**config.mk**
```make
export PLATFORM = sky130hd
export DESIGN_NAME = magazine_ctrl
export DESIGN_NICKNAME = d
export VERILOG_FILES = /design/src/rtl/game_pkg.sv /design/src/rtl/magazine_ctrl_edge_rise.sv /design/src/rtl/magazine_ctrl.sv
export SDC_FILE = /design/constraint.sdc
export NUM_CORES = 1
export LEC_CHECK = 0
export CORE_MARGIN = 3
export CORE_UTILIZATION = 61
export CTS_BUF_LIST = sky130_fd_sc_hd__clkbuf_8
export DETAILED_ROUTE_END_ITERATION = 10
export GPL_TIMING_DRIVEN = 0
export PLACE_DENSITY = 0.85
export SLEW_MARGIN = 20
export SYNTH_ARGS = -nofsm -noshare
export SYNTH_HDL_FRONTEND = slang
export SYNTH_SLANG_ARGS = --single-unit
```
**constraint.sdc**
```tcl
create_clock -name clk -period 6.6 [get_ports clk]
set_input_delay 1.32 -clock clk [delete_from_list [all_inputs] [get_ports clk]]
set_output_delay 1.32 -clock clk [all_outputs]
set_load 0.03 [all_outputs]
```
**src/rtl/game_pkg.sv**
```systemverilog
// Shared Duck Hunt game-logic constants (65 MHz pixel clock) and the magazine FSM state type.
package game_pkg;

  localparam int MAG_SIZE_DEF        = 3;
  localparam int COOLDOWN_CYCLES_DEF = 13_000_000;  // 0.2 s
  localparam int RELOAD_CYCLES_DEF   = 32_500_000;  // 0.5 s per round
  localparam int CNT_W_DEF           = 25;

  typedef enum logic [1:0] {IDLE, READY, COOLDOWN, RELOADING} mag_state_t;

endpackage

```
**src/rtl/magazine_ctrl_edge_rise.sv**
```systemverilog
// Rising-edge detector: registers the level and emits a one-cycle pulse on a 0->1 transition.
module edge_rise (
  input  logic clk,
  input  logic rst,
  input  logic lvl_i,
  output logic rise_o
);

  logic lvl_q;

  always_ff @(posedge clk) begin
    if (rst) lvl_q <= 1'b0;
    else     lvl_q <= lvl_i;
  end

  assign rise_o = lvl_i & ~lvl_q;

endmodule

```
**src/rtl/magazine_ctrl.sv**
```systemverilog
// Player ammunition FSM: shots, cooldown, timed one-round reloads and HUD bullet count.
// Build option: define MAGAZINE_AUTO_RELOAD_EN to start a reload automatically once the magazine empties.
module magazine_ctrl
  import game_pkg::*;
#(
  parameter int MAG_SIZE        = MAG_SIZE_DEF,
  parameter int COOLDOWN_CYCLES = COOLDOWN_CYCLES_DEF,
  parameter int RELOAD_CYCLES   = RELOAD_CYCLES_DEF,
  parameter int CNT_W           = CNT_W_DEF
) (
  input  logic       clk,
  input  logic       rst,
  input  logic       game_enable,
  input  logic       trigger,
  input  logic       reload_req,
  output logic [2:0] bullets_in_magazine,
  output logic       shot_fired,
  output logic       dry_fire,
  output logic       reloading
);

  localparam logic [2:0]       FULL    = 3'(MAG_SIZE);
  localparam logic [CNT_W-1:0] CD_LOAD = CNT_W'(COOLDOWN_CYCLES - 1);
  localparam logic [CNT_W-1:0] RL_LOAD = CNT_W'(RELOAD_CYCLES - 1);
  localparam logic [CNT_W-1:0] T_ONE   = CNT_W'(1);

  mag_state_t       state_q;
  logic [CNT_W-1:0] timer_q;
  logic [2:0]       bullets_q;
  logic             shot_q, dry_q, reloading_q;
  logic             trig_rise, rel_rise;

  edge_rise u_trig_edge (.clk(clk), .rst(rst), .lvl_i(trigger),    .rise_o(trig_rise));
  edge_rise u_rel_edge  (.clk(clk), .rst(rst), .lvl_i(reload_req), .rise_o(rel_rise));

  always_ff @(posedge clk) begin
    if (rst) begin
      state_q     <= IDLE;
      timer_q     <= '0;
      bullets_q   <= FULL;
      shot_q      <= 1'b0;
      dry_q       <= 1'b0;
      reloading_q <= 1'b0;
    end else begin
      shot_q <= 1'b0;
      dry_q  <= 1'b0;
      if (!game_enable) begin
        // Leaving play always refills so the next round starts with a full magazine.
        state_q     <= IDLE;
        timer_q     <= '0;
        bullets_q   <= FULL;
        reloading_q <= 1'b0;
      end else begin
        case (state_q)
          IDLE: begin
            bullets_q <= FULL;
            state_q   <= READY;
          end
          READY: begin
            if (trig_rise) begin
              if (bullets_q != 3'd0) begin
                bullets_q <= bullets_q - 3'd1;
                shot_q    <= 1'b1;
                timer_q   <= CD_LOAD;
                state_q   <= COOLDOWN;
              end else begin
                dry_q <= 1'b1;
              end
            end else if (rel_rise && (bullets_q < FULL)) begin
              timer_q     <= RL_LOAD;
              reloading_q <= 1'b1;
              state_q     <= RELOADING;
            end
          end
          COOLDOWN: begin
            if (timer_q == '0) begin
`ifdef MAGAZINE_AUTO_RELOAD_EN
              if (bullets_q == 3'd0) begin
                timer_q     <= RL_LOAD;
                reloading_q <= 1'b1;
                state_q     <= RELOADING;
              end else begin
                state_q <= READY;
              end
`else
              state_q <= READY;
`endif
            end else begin
              timer_q <= timer_q - T_ONE;
            end
          end
          RELOADING: begin
            if (trig_rise && (bullets_q != 3'd0)) begin
              // Firing aborts the reload; the round in progress is simply lost.
              bullets_q   <= bullets_q - 3'd1;
              shot_q      <= 1'b1;
              timer_q     <= CD_LOAD;
              reloading_q <= 1'b0;
              state_q     <= COOLDOWN;
            end else begin
              if (trig_rise) dry_q <= 1'b1;
              if (timer_q == '0) begin
                bullets_q <= bullets_q + 3'd1;
                if ((bullets_q + 3'd1) == FULL) begin
                  reloading_q <= 1'b0;
                  state_q     <= READY;
                end else begin
                  timer_q <= RL_LOAD;
                end
              end else begin
                timer_q <= timer_q - T_ONE;
              end
            end
          end
          default: state_q <= IDLE;
        endcase
      end
    end
  end

  assign bullets_in_magazine = bullets_q;
  assign shot_fired          = shot_q;
  assign dry_fire            = dry_q;
  assign reloading           = reloading_q;

endmodule

```
Word level (Yosys, flattened, before mapping). Cells that the tools add are included.

Add/sub/neg operators: 3. Order comparisons: 1. Eq/ne operators: 15. Mux-type cells: 36. Bitwise operators: 5. Reduce and logical (&&, ||, !) cells: 13.

Operators by type and width (number): $mux 25 (7); $pmux 25 s3 (1); $logic_not 25->1 (1); $sub 25x1->25 const B (1); $reduce_and 5->1 (3); $mux 2 (7); $mux 1 (12); $mux 3 (4); $ne 2x2->1 const B (6); $ne 3x3->1 const B (4); $pmux 3 s3 (1); $reduce_bool 3->1 (3); $pmux 2 s4 (1); $pmux 1 s2 (3); $eq 2x2->1 const B (2); $ne 4x4->1 const B (1); $reduce_and 4->1 (1); $add 3x1->3 const B (1); $eq 3x2->1 const B (1); $lt 3x2->1 const B (1); $not 1->1 (3); $sub 3x1->3 const B (1); $and 1x1->1 (2); $eq 2x1->1 const B (1); other kinds (4) (5).

Bits in registers: 35. Input port bits: 5. Output and inout bits: 6. Logic and storage cells: 81.

Longest topological paths before layout. Gate-level depths: netlist (run 1).

Depth in word-level cells: 6. Gate-level depth with buffers: 11. Depth with buffers taken out: 8.

Modules after synthesis. A second synthesis (run 1) with hierarchy kept.

Cell total of the unflattened synthesis: 262. Area total of the unflattened synthesis: 2230.9 um2.

By module, submodules not included: magazine_ctrl (times used 1, cells each 256, area each 2135.8 um2, seq. area each 660.6 um2); edge_rise (times used 2, cells each 3, area each 47.5 um2, seq. area each 20.0 um2).

Worst setup path after synthesis (run 1). No wires, ideal clock.

Kind: input -> register. From: input port trigger. To: register timer_q[20]. Data arrival time: 2.974 ns. Required time: 6.530 ns. Setup slack: 3.556 ns. Stages: 7. Path buffers: 1. Path through: nand2b_1 clkbuf_1 a31oi_1 a21oi_1 nand2_1 or4_1 a21oi_1.

Cells in the longest elaborated chain, start to end: 4.

RTL lines: start: declaration (line magazine_ctrl.sv:14) `input logic trigger,`; $and 1x1->1 * (line magazine_ctrl_edge_rise.sv:16) `assign rise_o = lvl_i & ~lvl_q;`; $logic_and 1x1->1 (line magazine_ctrl.sv:93) `if (trig_rise && (bullets_q != 3'd0)) begin`; $ne 4x4->1 (no source line) / $mux 25 (equally long branches); $reduce_and 5->1 (no source line) / $pmux 25 s3 (equally long branches); end signal: assignment (line magazine_ctrl.sv:89) `timer_q <= timer_q - T_ONE;`; end signal: assignment (line magazine_ctrl.sv:111) `timer_q <= timer_q - T_ONE;`; end: declaration (line magazine_ctrl.sv:28) `logic [CNT_W-1:0] timer_q;`.

Every way passes the cells marked *; elsewhere a longest branch is shown, timed or not. A chain may end at the register's enable or synchronous reset.

Worst setup path after layout (run 1). Ends and elaborated chain as after synthesis.

==> results.md, run 1 <==
* Outcome: finished clean
* WP buf/inv at 2
* CP Data Required Time at 6.82 ns
* Syn_nets at 292
* Die area at 0.00448 mm²
* Die width at 66.9 µm
* Antenna violations before repair at 0
* IO Port Bufs at 10
* Hold buffer count at cts at 0
* First-pass GRT wire length at 9580 µm
* Total gr overflow at 0
* CTS tree: yes
* # diodes at 0
* Area leader, netlist: dfxtp_1
* Clk sinks at 35
* Largest net degree at the start of global routing at 12
* Compound-Gate Fraction of Synth Area at 28.1%
* Slew HR at 47.5%
* Post-cts sizing count at 0
* Post-DRT Antenna Nets at 0
* Maximum operating frequency at 257 MHz
* Detailed router's first-iteration violation count at 256
* Crit. End Element: register
* Global Route Usage Sum at 28.0%
* IO Count at 11
* Slew @ Worst Pin at 0.781 ns
* Yosys warning total at 0
* Synth-to-layout area growth at 12.2%
* CTS buffer count at 5
* Final nets at 309
* Crit path cell chain: clkdlybuf4s50_1 > nand2b_1 > clkbuf_1 > a31oi_1 > a21oi_1 > nand2_1 > or4_1 > a21oi_1
* Root buffer cell: clkbuf_8
* Leak Pwr at 0.981 nW
* Drt drc at 0
* Starting Density at 65.8%
* Max VDD drop at 0.182 mV
* Cell area after synthesis at 0.00226 mm²
* Synth Area in XOR/XNOR at 2.32%
* Share of layout cells above drive strength 1 at 8.47%
* Clock transition at the registers of the reported paths at 0.07 ns
* Die H at 66.9 µm
* Core area at 0.00344 mm²
* Final WL at 5700 µm
* Crit Path Category: input pin to register
* Clk buf depth at 2
* Largest family of logic cells by synthesized area: simple AND/OR/NAND/NOR gates
* Tmin final at 3.89 ns
* Pwr Density at 241 mW/mm²
* Via Count at 2239
* Vias in the first global route at 2004
* Simple-Gate Fraction of Synth Area at 28.4%
* RSZ-0062 raised after global routing: no
* Skew-Pair Late Insertion Delay at 0.29 ns
* Post-CTS setup buffer count at 0
* Post-synth EDFFs at 0
* Crit path max fanout at 10
* Main synth FF type: dfxtp_1
* Setup violators final at 0
* H-tree level count at 2
* Area contributors post-synth: dfxtp_1, a21oi_1, ha_1, a311oi_1, nor2_1
* GPL Wtd Cong at 0.941
* Async set-reset flop share out of synthesis at 0%
* Pins Over Slew Limit at 0
* Post-DR vias/cell at 6.57
* Slowest cell on the critical path: a21oi_1
* CP dominant cell by count: a21oi_1
* Final hold vios at 0
* Worst hold path class: register to register
* Synthesized area per cell at 8.17 µm²
* Max-cap violation count at 0
* Top cell type's share of synthesized area at 31.0%
* Setup TNS at 0 ns
* Number of synthesized register bits at 35
* Wirelength per Cell at 16.7 µm
* Worst EP arrival at 4.11 ns
* Hpwl dp at 4180 µm
* Synth Area in Adders at 5.53%
* Min Hold Slack at 0.473 ns
* Post-synthesis sequential area ratio at 31.0%
* CP delay by family, top: simple AND/OR/NAND/NOR gates
* Distinct cells, synth at 54
* Clk_skew at 0.00301 ns
* FP Rows at 21
* Largest stage delay on the critical path at 0.58 ns
* Mux cell area share after synthesis at 0.442%
* Syn Inst Count at 277
* Crit path launch type: input pin
* Final period utilization at 59.0%
* Total iterations of the first detailed-routing run at 6
==> layout make-up <==
type,instances,area (µm²)
repair buffers,10,100
fillers,268,903
flip-flops and latches,35,701
clock buffers,6,82.6
inverters,8,30.0
clock inverters,2,35.0
plain buffers,13,66.3
multi-input cells,221,1470
well taps,46,57.6
==> cells by family (layout without fill, tap and decap cells) <==
logic type | after synthesis | in the layout
AND/OR/NAND/NOR | 115 | 115
AO/OA/AOI/OAI | 89 | 89
flip-flops | 35 | 35
buffers and inverters | 21 | 39
adder cells (fa/ha/maj) | 10 | 10
XOR/XNOR | 6 | 6
multiplexers | 1 | 1
==> metrics by stage <==
step	cell area, µm²	power, mW	cells	worst slack, ns	utilization [%]
after floorplan	2260	0.370	277	3.56	-
final	2540	0.612	341	2.71	73.8
after CTS	2540	0.610	341	2.80	73.8
after detailed placement	2420	0.410	333	2.50	70.3
after global placement	2420	0.406	333	2.51	70.3
after global routing	2540	0.643	341	2.53	73.8
==> synthesized netlist by cell type, types with 5 or more instances <==
cell type   n
ha_1       10
nor4_1     10
o21ai_0    14
nor2b_1     6
o31ai_1     7
nand2b_1    8
clkbuf_1    8
inv_1       8
nor2_1     23
or3_1       5
a311oi_1   11
dfxtp_1    35
nor3_1     16
nand2_1    19
a21oi_1    26
==> report_power, final <==
group          internal, mW  switching (mW)  total [mW]
Combinational        0.0667           0.112       0.179
Clock                 0.122          0.0793       0.202
Sequential            0.221          0.0111       0.232
Total                 0.409           0.203       0.612
==> placed cells by master, fill, tap and decap left out, drive strengths merged, types with 10 or more instances in the layout <==
master	instances
dfxtp	35
a21oi	26
nor2	23
nand2	20
nor3	16
o21ai	14
clkbuf	14
a311oi	12
nor4	11
ha	10
clkdlybuf4s50	10
==> worst paths after layout <==
path	start	endpoint	slack, ns	cells past startpoint
setup / recovery	trigger	timer_q[20]	2.71	8
hold / removal	reloading	reloading	0.47	2
setup reg to reg	bullets_in_magazine[0]	timer_q[20]	3.74	8
hold reg to reg	reloading	reloading	0.47	2
==> metal layers <==
layer / vias to the layer above / global-route usage [%] / wire length, µm / part of all wire (%)
li1: 1090 / - / - / -
met2: 94 / 42.3 / 2540 / 45
met3: 12 / 6.75 / 436 / 7.7
met1: 1043 / 38.8 / 2620 / 46
met4: 0 / 9.11 / 101 / 1.8
met5: - / 0 / 0 / 0
==> flip-flops by register name (all words and copies together), names as in the netlist <==
| register | cells |
|---|---|
| timer_q | 25 |
| bullets_in_magazine | 3 |
| state_q | 2 |
| dry_fire | 1 |
| reloading | 1 |
| shot_fired | 1 |
| u_rel_edge.lvl_q | 1 |
| u_trig_edge.lvl_q | 1 |
==> worst register-to-register path, stage by stage (launching register included) <==
cell      delay [ns]
dfxtp_1         0.39
inv_1           0.12
ha_1            0.23
nand2b_1        0.15
nand2_1         0.24
a21oi_1         0.57
nand2_1         0.38
or4_1           0.55
a21oi_1         0.16
No activity file was read; power rests on OpenSTA's default activity.
==> run 2: changes to the inputs <==
==> constraint.sdc (replaced) <==
create_clock -name clk -period 3.9 [get_ports clk]
set_input_delay 0.78 -clock clk [delete_from_list [all_inputs] [get_ports clk]]
set_output_delay 0.78 -clock clk [all_outputs]
set_load 0.03 [all_outputs]
==> results of run 2 <==
Same layout as run 1 (identical final DEF). Status: finished clean.
Among the figures that moved: setup slack after placement 2.50 ns -> 0.338 ns; setup slack after layout 2.71 ns -> 0.548 ns; register-to-register setup slack 3.74 ns -> 1.04 ns; total power 0.612 mW -> 1.04 mW; worst IR drop on VDD 0.182 mV -> 0.308 mV
==> run 3: changes to the inputs <==
--- a/config.mk
+++ b/config.mk
@@ -6,11 +6,11 @@
 export NUM_CORES = 1
 export LEC_CHECK = 0
 export CORE_MARGIN = 3
-export CORE_UTILIZATION = 61
+export CORE_UTILIZATION = 56
 export CTS_BUF_LIST = sky130_fd_sc_hd__clkbuf_8
 export DETAILED_ROUTE_END_ITERATION = 10
 export GPL_TIMING_DRIVEN = 0
-export PLACE_DENSITY = 0.85
+export PLACE_DENSITY = 0.79
 export SLEW_MARGIN = 20
 export SYNTH_ARGS = -nofsm -noshare
 export SYNTH_HDL_FRONTEND = slang
==> run 3 against run 2 <==
Effect of this change: via count shrank 0.63%; largest cell class unchanged; global-route usage shrank 4.2 points; largest power group unchanged; wire length grew 2.8%; non-clock buffer count is the same; critical path depth is the same; clock skew grew 0.0024 ns.
==> results.md, run 3 (synthesis gave the netlist of run 1 again) <==
* Die width at 69.6 µm
* Switching part of the total at 34.9%
* R2R Setup Slk at 1.01 ns
* Multi-input gate area at 0.00147 mm²
* Post-DRT Antenna Nets at 0
* Slowest cell on the critical path: or4_1
* Pins Over Slew Limit at 0
* Pint at 0.645 mW
* Seq pwr share at 39.7%
* Final period utilization at 87.2%
* Post-CTS setup buffer count at 0
* Clk_skew at 0.00542 ns
* Share of layout cells above drive strength 1 at 8.14%
* P_sw at 0.345 mW
* CTS buffer count at 5
* Hpwl dp at 4180 µm
* Starting Density at 60.0%
* Worst EP arrival at 3.62 ns
* Most frequent cells in the layout: dfxtp_1, a21oi_1, nor2_1, nand2_1, nor3_1
* Wirelength per Cell at 17.1 µm
* Post-cts sizing count at 0
* Worst-case reg-to-reg path depth at 8
* IO Port Bufs at 10
* Final hold vios at 0
* Most common cell after layout, fill and taps aside: dfxtp_1
* Leak Pwr at 0.976 nW
* Vias in the first global route at 1882
* Via Count at 2225
* Synth-to-layout area growth at 11.5%
* Crit path max fanout at 10
* Die H at 69.6 µm
* Skew-Pair Late Insertion Delay at 0.29 ns
* H-tree level count at 2
* Register area at 701 µm²
* RSZ-0062 raised after global routing: no
* Total gr overflow at 0
* Crit. End Element: register
* Crit path launch type: input pin
* CP dominant cell by count: a21oi_1
* Drt drc at 0
* Largest net degree at the start of global routing at 11
* CTS tree: yes
* Clk buf depth at 2
* Fillcell total at 326
* Slew @ Worst Pin at 0.820 ns
* Clk sinks at 35
* Pwr Density at 392 mW/mm²
* Largest stage delay on the critical path at 0.57 ns
* IO Count at 11
* Clk pwr share at 29.4%
* Largest register by flop count: timer_q
* Hold buffer count at cts at 0
* Clock transition at the registers of the reported paths at 0.07 ns
* Total power at 0.989 mW
* First-pass GRT wire length at 9290 µm
* Root buffer cell: clkbuf_8
* Post-DR vias/cell at 6.49
* Detailed router's first-iteration violation count at 252
* GPL Wtd Cong at 0.992
* Worst hold path class: register to register
* Antenna violations before repair at 0
* Worst r2r src: bullets_in_magazine[0]
* Setup TNS at 0 ns
* Crit path cell chain: clkdlybuf4s50_1 > nand2b_1 > clkbuf_1 > a31oi_1 > a21oi_1 > nand2_1 > or4_1 > a21oi_1
* Outcome: finished clean
* CP endpoint: timer_q[20]
* CP Data Required Time at 4.12 ns
* Max VDD drop at 0.206 mV
* Crit Path Category: input pin to register
* Comb power frac at 30.9%
* Global Route Usage Sum at 23.8%
* Total iterations of the first detailed-routing run at 5
* Maximum operating frequency at 294 MHz
* Setup violators final at 0
* Tmin final at 3.40 ns
* RR Endpoint: timer_q[20]
* Max FFs per register at 25
* CP Launch Point: trigger
* Slew HR at 44.9%
* Die area at 0.00484 mm²
* Final nets at 309
* Core area at 0.00377 mm²
* Final WL at 5860 µm
* # diodes at 0
* FP Rows at 22
* Max-cap violation count at 0
==> run 3: changes by cell type in the layout (fill, tap and decap cells not counted), sizes merged <==
cell	delta
inv	+1
clkinv	-1
clkbuf	+1
bufinv	-1
==> run 3: how the worst min path moves through the flow <==
stage | slack, ns | end | start | cells after the start
global placement | 0.47 | timer_q[16] | timer_q[16] | 2
CTS | 0.49 | timer_q[16] | timer_q[16] | 2
detailed placement | 0.47 | reloading | reloading | 2
global route | 0.51 | timer_q[16] | timer_q[16] | 2
floorplan | 0.44 | timer_q[16] | timer_q[16] | 2
finish | 0.48 | timer_q[16] | timer_q[16] | 2
==> run 3: metrics by stage <==
step / setup slack (ns) / hold slack (ns) / util [%] / instances / instance area, µm²
3_3_place_gp: 0.361 / 0.472 / 64.3 / 335 / 2420
5_1_grt: 0.321 / 0.510 / 66.9 / 343 / 2520
6_report: 0.499 / 0.484 / 66.9 / 343 / 2520
3_5_place_dp: 0.260 / 0.468 / 64.3 / 335 / 2420
4_1_cts: 0.574 / 0.487 / 66.9 / 343 / 2520
2_1_floorplan: 1.40 / 0.441 / - / 277 / 2260
==> run 3: power groups by stage <==
| stage | clock network [mW] | registers (mW) | logic (mW) |
|---|---|---|---|
| after floorplan | 0 | 0.398 | 0.229 |
| after global placement | 0 | 0.399 | 0.293 |
| after detailed placement | 0 | 0.400 | 0.296 |
| after CTS | 0.295 | 0.392 | 0.299 |
| after global routing | 0.311 | 0.394 | 0.336 |
| final | 0.291 | 0.392 | 0.306 |
==> run 3: critical path: cells and delay by family <==
kind / cells / cell delay, ns
and+or+nand+nor: 3 / 1.06
AOI/OAI and AO/OA: 3 / 1.00
buffers and inverters: 2 / 0.78
==> run 3: final cells by class <==
cell class	instances	share of cell area, %
plain buffers	13	2.63
clock buffers	7	3.82
clock inverters	1	0.149
inverters	8	1.19
multi-input cells	221	58.1
flip-flops and latches	35	27.8
well taps	48	2.38
repair buffers	10	3.97
==> run 3: layer usage <==
metal	wire length, µm	GRT usage [%]	vias to the layer above	part of all wire (%)
met1	2800	34.8	1028	48
met2	2520	32.7	88	43
met4	129	10.4	0	2.2
met5	0	0	-	0
li1	-	-	1096	-
met3	409	5.65	13	7.0
